### src/rtl/keypad_scan_ctrl.sv
// keypad_scan_ctrl: scan sequencer for a 4x4 matrix keypad.
// Drives a one-hot column strobe and samples the row inputs through a
// 2-flop synchronizer. A press must be confirmed by a debounce period
// before it is accepted, and a release must also be debounced. Each
// accepted key is buffered in a small FIFO that is drained with a
// valid/ready handshake.
//
// Ports:
//   clk        system clock
//   n_reset    synchronous active-low reset
//   filas_raw  asynchronous row inputs, active-high, bit i = row i
//   columnas   one-hot column strobe, active-high, bit j = column j
//   key_valid  FIFO non-empty
//   key_code   FIFO head, code = 4*col + row (0 when empty)
//   key_ready  consumer accepts the head when key_valid && key_ready
//   key_count  current FIFO occupancy
//   overflow   sticky; set when an accepted key is dropped on a full FIFO
module keypad_scan_ctrl #(
    parameter int unsigned SCAN_TICKS     = 27000,
    parameter int unsigned DEBOUNCE_TICKS = 135000,
    parameter int unsigned FIFO_DEPTH     = 4
) (
    input  logic                        clk,
    input  logic                        n_reset,
    input  logic [3:0]                  filas_raw,
    output logic [3:0]                  columnas,
    output logic                        key_valid,
    output logic [3:0]                  key_code,
    input  logic                        key_ready,
    output logic [$clog2(FIFO_DEPTH):0] key_count,
    output logic                        overflow
);

    localparam int unsigned CntMax = (SCAN_TICKS > DEBOUNCE_TICKS) ? SCAN_TICKS : DEBOUNCE_TICKS;
    localparam int unsigned CntW   = $clog2(CntMax + 1);
    localparam int unsigned PtrW   = $clog2(FIFO_DEPTH);
    localparam int unsigned CountW = PtrW + 1;

    localparam logic [CntW-1:0]   ScanLast = CntW'(SCAN_TICKS - 1);
    localparam logic [CntW-1:0]   DebLast  = CntW'(DEBOUNCE_TICKS);
    localparam logic [CountW-1:0] FullCnt  = CountW'(FIFO_DEPTH);

    typedef enum logic [1:0] {
        StScan,
        StConfirm,
        StEmit,
        StWaitRelease
    } state_e;

    state_e            state_q, state_d;
    logic [CntW-1:0]   cnt_q, cnt_d;
    logic [1:0]        col_q, col_d;
    logic [1:0]        cand_col_q, cand_col_d;
    logic [1:0]        cand_row_q, cand_row_d;
    logic [3:0]        filas_meta_q, filas_s_q;
    logic              push;

    logic [3:0]        mem_q [FIFO_DEPTH];
    logic [PtrW-1:0]   wr_ptr_q, rd_ptr_q;
    logic [CountW-1:0] count_q;
    logic              overflow_q;

    // Exactly one row asserted is a valid press; anything else is either
    // idle or a ghosting pattern and is ignored.
    logic       press_ok;
    logic [1:0] press_row;

    always_comb begin
        press_ok  = 1'b0;
        press_row = 2'd0;
        case (filas_s_q)
            4'b0001: begin press_ok = 1'b1; press_row = 2'd0; end
            4'b0010: begin press_ok = 1'b1; press_row = 2'd1; end
            4'b0100: begin press_ok = 1'b1; press_row = 2'd2; end
            4'b1000: begin press_ok = 1'b1; press_row = 2'd3; end
            default: begin press_ok = 1'b0; press_row = 2'd0; end
        endcase
    end

    always_comb begin
        state_d    = state_q;
        cnt_d      = cnt_q;
        col_d      = col_q;
        cand_col_d = cand_col_q;
        cand_row_d = cand_row_q;
        push       = 1'b0;
        case (state_q)
            StScan: begin
                if (cnt_q == ScanLast) begin
                    cnt_d = '0;
                    if (press_ok) begin
                        cand_col_d = col_q;
                        cand_row_d = press_row;
                        state_d    = StConfirm;
                    end else begin
                        col_d = col_q + 2'd1;
                    end
                end else begin
                    cnt_d = cnt_q + CntW'(1);
                end
            end
            StConfirm: begin
                if (!press_ok || (press_row != cand_row_q)) begin
                    cnt_d   = '0;
                    col_d   = col_q + 2'd1;
                    state_d = StScan;
                end else if (cnt_q == DebLast) begin
                    cnt_d   = '0;
                    state_d = StEmit;
                end else begin
                    cnt_d = cnt_q + CntW'(1);
                end
            end
            StEmit: begin
                push    = 1'b1;
                cnt_d   = '0;
                state_d = StWaitRelease;
            end
            StWaitRelease: begin
                // Any row activity restarts the release debounce.
                if (filas_s_q != 4'b0000) begin
                    cnt_d = '0;
                end else if (cnt_q == DebLast) begin
                    cnt_d   = '0;
                    col_d   = cand_col_q + 2'd1;
                    state_d = StScan;
                end else begin
                    cnt_d = cnt_q + CntW'(1);
                end
            end
            default: begin
                state_d = StScan;
                cnt_d   = '0;
            end
        endcase
    end

    always_ff @(posedge clk) begin
        if (!n_reset) begin
            filas_meta_q <= 4'b0000;
            filas_s_q    <= 4'b0000;
            state_q      <= StScan;
            cnt_q        <= '0;
            col_q        <= 2'd0;
            cand_col_q   <= 2'd0;
            cand_row_q   <= 2'd0;
        end else begin
            filas_meta_q <= filas_raw;
            filas_s_q    <= filas_meta_q;
            state_q      <= state_d;
            cnt_q        <= cnt_d;
            col_q        <= col_d;
            cand_col_q   <= cand_col_d;
            cand_row_q   <= cand_row_d;
        end
    end

    // A pop in the same cycle frees a slot, so a push onto a full FIFO is
    // still accepted when the consumer drains the head simultaneously.
    logic pop, full, push_ok, drop;

    always_comb begin
        pop     = (count_q != '0) && key_ready;
        full    = (count_q == FullCnt);
        push_ok = push && (!full || pop);
        drop    = push && full && !pop;
    end

    always_ff @(posedge clk) begin
        if (!n_reset) begin
            for (int i = 0; i < int'(FIFO_DEPTH); i++) begin
                mem_q[i] <= 4'h0;
            end
            wr_ptr_q   <= '0;
            rd_ptr_q   <= '0;
            count_q    <= '0;
            overflow_q <= 1'b0;
        end else begin
            if (push_ok) begin
                mem_q[wr_ptr_q] <= {cand_col_q, cand_row_q};
                wr_ptr_q        <= wr_ptr_q + PtrW'(1);
            end
            if (pop) begin
                rd_ptr_q <= rd_ptr_q + PtrW'(1);
            end
            if (push_ok && !pop) begin
                count_q <= count_q + CountW'(1);
            end else if (!push_ok && pop) begin
                count_q <= count_q - CountW'(1);
            end
            if (drop) begin
                overflow_q <= 1'b1;
            end
        end
    end

    always_comb begin
        columnas  = 4'b0001 << col_q;
        key_valid = (count_q != '0);
        key_code  = key_valid ? mem_q[rd_ptr_q] : 4'h0;
        key_count = count_q;
        overflow  = overflow_q;
    end

endmodule

### config.mk
export PLATFORM = sky130hd
export DESIGN_NAME = keypad_scan_ctrl
export DESIGN_NICKNAME = d
export VERILOG_FILES = /design/src/rtl/keypad_scan_ctrl.sv
export SDC_FILE = /design/constraint.sdc
export NUM_CORES = 1
export LEC_CHECK = 0
export CORE_MARGIN = 10
export CORE_UTILIZATION = 45
export CTS_BUF_LIST = sky130_fd_sc_hd__clkbuf_4
export CTS_CLUSTER_SIZE = 28
export DETAILED_ROUTE_END_ITERATION = 8
export PLACE_DENSITY_LB_ADDON = 0.05
export SYNTH_ARGS = -nofsm -noshare
export SYNTH_HDL_FRONTEND = slang
export SYNTH_SLANG_ARGS = --single-unit
export TNS_END_PERCENT = 100
### constraint.sdc
create_clock -name clk -period 4.15 [get_ports clk]
set_input_delay 0.83 -clock clk [delete_from_list [all_inputs] [get_ports clk]]
set_output_delay 0.83 -clock clk [all_outputs]
set_load 0.05 [all_outputs]
==> results.md <==
- Mapped Avg Cell Area: between 10 and 15 um^2
- Status: completed
- Startpoint Class: flip-flop
- DR vias: 2035
- Fin. max-slew vios: 0
- Gr usage total: 11.26%
- Hold EP: filas_s_q[3]$_SDFF_PN0_
- 1st-iter DRT viols: between 100 and 150
- Mapped Area: about 2900 um^2
- Port buffer count: 19
- Worst R2R Start: state_q[0]$_SDFFE_PN0P_
- Ant. Diodes: 0
- Clk slew on worst S/H paths: 0.10 ns
- Initial Utilization: about 46%
- Setup TNS: 0 ns
- CTS H-tree lvls: 3
- Least-Margin Pin Slew: 0.6692 ns
- Via/cell ratio: between 5 and 6
- Placer congestion estimate: 0.8520
- Yosys warning total: 0
- Inserted Clock Buffers: 9
- Peak VDD IR: between 0.4 and 0.5 mV
- CP arrival: 2.27 ns
- Synth area leader: dfxtp_1
- Sequential cell area: ~1400 um^2
- RR Endpoint: key_count[2]$_SDFFE_PN0P_
- Syn_nets: about 310
- FILL cells: 589
- Seq cells post-synth: 60
- Setup bufs post-CTS: 0
- Top cell type's share of synthesized area: 30.36%
- Final hold vios: 0
- Routed wire length: around 5300 um
- RSZ-0062 raised after global routing: false
- Pwr dens: 476.3 nW/um^2
- Min-Delay Startpoint: filas_meta_q[3]$_SDFF_PN0_
- Crit path kind: reg2out
- Synth Instances: 289
- Routed length per placed instance: 13.55 um
- Reg2Reg Depth: 9
- TritonCTS clock tree: built
- Peak Freq: between 0.3 and 0.4 GHz
- Final ANT Viol Nets: 0
- Ys async rst share: 0%
- Clk buf depth: 2
- Overflow after GRT: 0
- Detail Route met3 WL: 261 um
- Pleak: 0.001150 uW
- Clock sinks: 60
- Fraction of the yosys area taken by sequential cells: approximately 47%
- Final hold slack: ~0.44 ns
- Share of layout cells above drive strength 1: between 10 and 15%
- R2R setup slack: around 1.7 ns
- # rows: 29
- Critical Path RT: about 3.3 ns
- Most frequent cells after synthesis: 44 x dfxtp_1, 37 x nor2_1, 17 x and2_1
- Critical Path End Type: output pin
- EDFF count, synth: 16
- Yosys cell types: 51
- Synthesis-to-finish area growth: 12.38%
- 1st-pass router iterations: 4
- Wl on met1: ~2600 um
- MaxCap Viol Count: 0
- Highest Signal Layer: met4
- Area of the multi-input gates: between 1000 and 1500 um^2
- Largest net degree at the start of global routing: 19
- Met2 wire length: 2271 um
- Hold Path Stages: 1
- CTS Root Cell: clkbuf_4
- Final Net Count: 324
- Synth area leaders: dfxtp_1 30%, edfxtp_1 17%, nor2_1 4.8%
- Setup ws final: between 1 and 1.5 ns
- Die area: slightly above 10000 um^2
- Worst Skew: around 0.010 ns
- First-pass GRT wire length: about 9000 um
- Ys flop type: dfxtp_1
- Pre-CTS WS: 1.013 ns
- DRC violations left: 0
- Resized cells post-CTS: 0
- Worst min path class: reg2reg
- Die height: ~100 um
- Most frequent cell after synthesis: dfxtp_1
- Setup violations, final: 0
- Core area: 6314 um^2
- Tmin final: 3.104 ns
- Vias in the first global route: about 1900
- Period utilization: 74.79%
- Slew margin rel.: about 55%
- Initial antenna violation count: 0
- Crit-path max FO: 4
- Latest clock arrival within the worst-skew pair: slightly above 0.4 ns
- DIE WIDTH: about 100 um
- Post-DP HPWL: between 3000 and 4000 um
- Hold buffers post-CTS: 0
- I/O Pins: 20
## area by class of cell
type | instances | share of cell area, %
Timing Repair Buffer | 21 | 6.293
Clock inverter | 4 | 1.305
Multi-Input combinational cell | 202 | 43.55
Tap cell | 77 | 2.955
Clock buffer | 11 | 2.533
Inverter | 14 | 1.612
Sequential cell | 60 | 41.75
## sequential cells by signal, summed over array words and instances, names as in the netlist, named ones only
signal	count
cnt_q	18
rd_ptr_q	2
state_q	1
overflow	1
mem_q	16
wr_ptr_q	2
col_q	2
filas_s_q	4
filas_meta_q	4
key_count	3
cand_row_q	2
cand_col_q	2
## stage by stage
stage               total power (uW)  utilization (%)  instances  cell area, um^2
global placement                1177            49.66        374             3136
CTS                             1573            51.64        389             3261
floorplan                       1047                -        289             2902
global route                    1644            51.64        389             3261
finish                          1553            51.64        389             3261
detailed placement              1183            49.66        374             3136
## where the power goes
group	switching [uW]	internal [uW]	total, uW
clock network	202	190	392
logic	290	179	469
registers	49.8	642	691
total	543	1010	1550
## worst max-delay path by stage
| stage | from | endpoint | slack (ns) | cells past startpoint |
|---|---|---|---|---|
| floorplan | key_count[0]$_SDFFE_PN0P_ | key_code[0] | 1.36 | 3 |
| global placement | key_ready | key_count[2]$_SDFFE_PN0P_ | 1.08 | 9 |
| detailed placement | key_ready | key_count[2]$_SDFFE_PN0P_ | 1.01 | 9 |
| CTS | flip-flop | key_code[2] | 1.01 | 3 |
| global route | flip-flop | key_code[0] | 0.94 | 3 |
| finish | flip-flop | key_code[0] | 1.05 | 3 |
## kinds of logic after synthesis
kind of cell	Yosys count	synth area share, %
compound gates	24	7.072
xor+xnor	24	7.245
fa+ha+maj	9	4.140
buf+inv	27	4.139
flops	60	46.92
mux	12	5.865
simple gates	133	24.62
## routing by layer
layer	track usage, %	vias up
met5	0	-
met4	7.174	0
met3	3.503	13
met2	16.57	35
met1	13.96	936
li1	-	1051
## placed cells by master (no fill, tap or decap), types with 11 or more instances in the layout
cell type / count
xor2_1: 15
edfxtp_1: 16
nand2_1: 16
nor2_1: 37
and2_1: 17
dfxtp_1: 44
inv_1: 13
clkbuf_4: 11
clkdlybuf4s50_1: 19
## critical path, stage by stage, from the launching register on
cell and delay [ns]:
dfxtp_1 0.48, mux4_2 0.53, and2_1 0.16, clkdlybuf4s50_1 0.69
(Power assumes the default switching activity.)
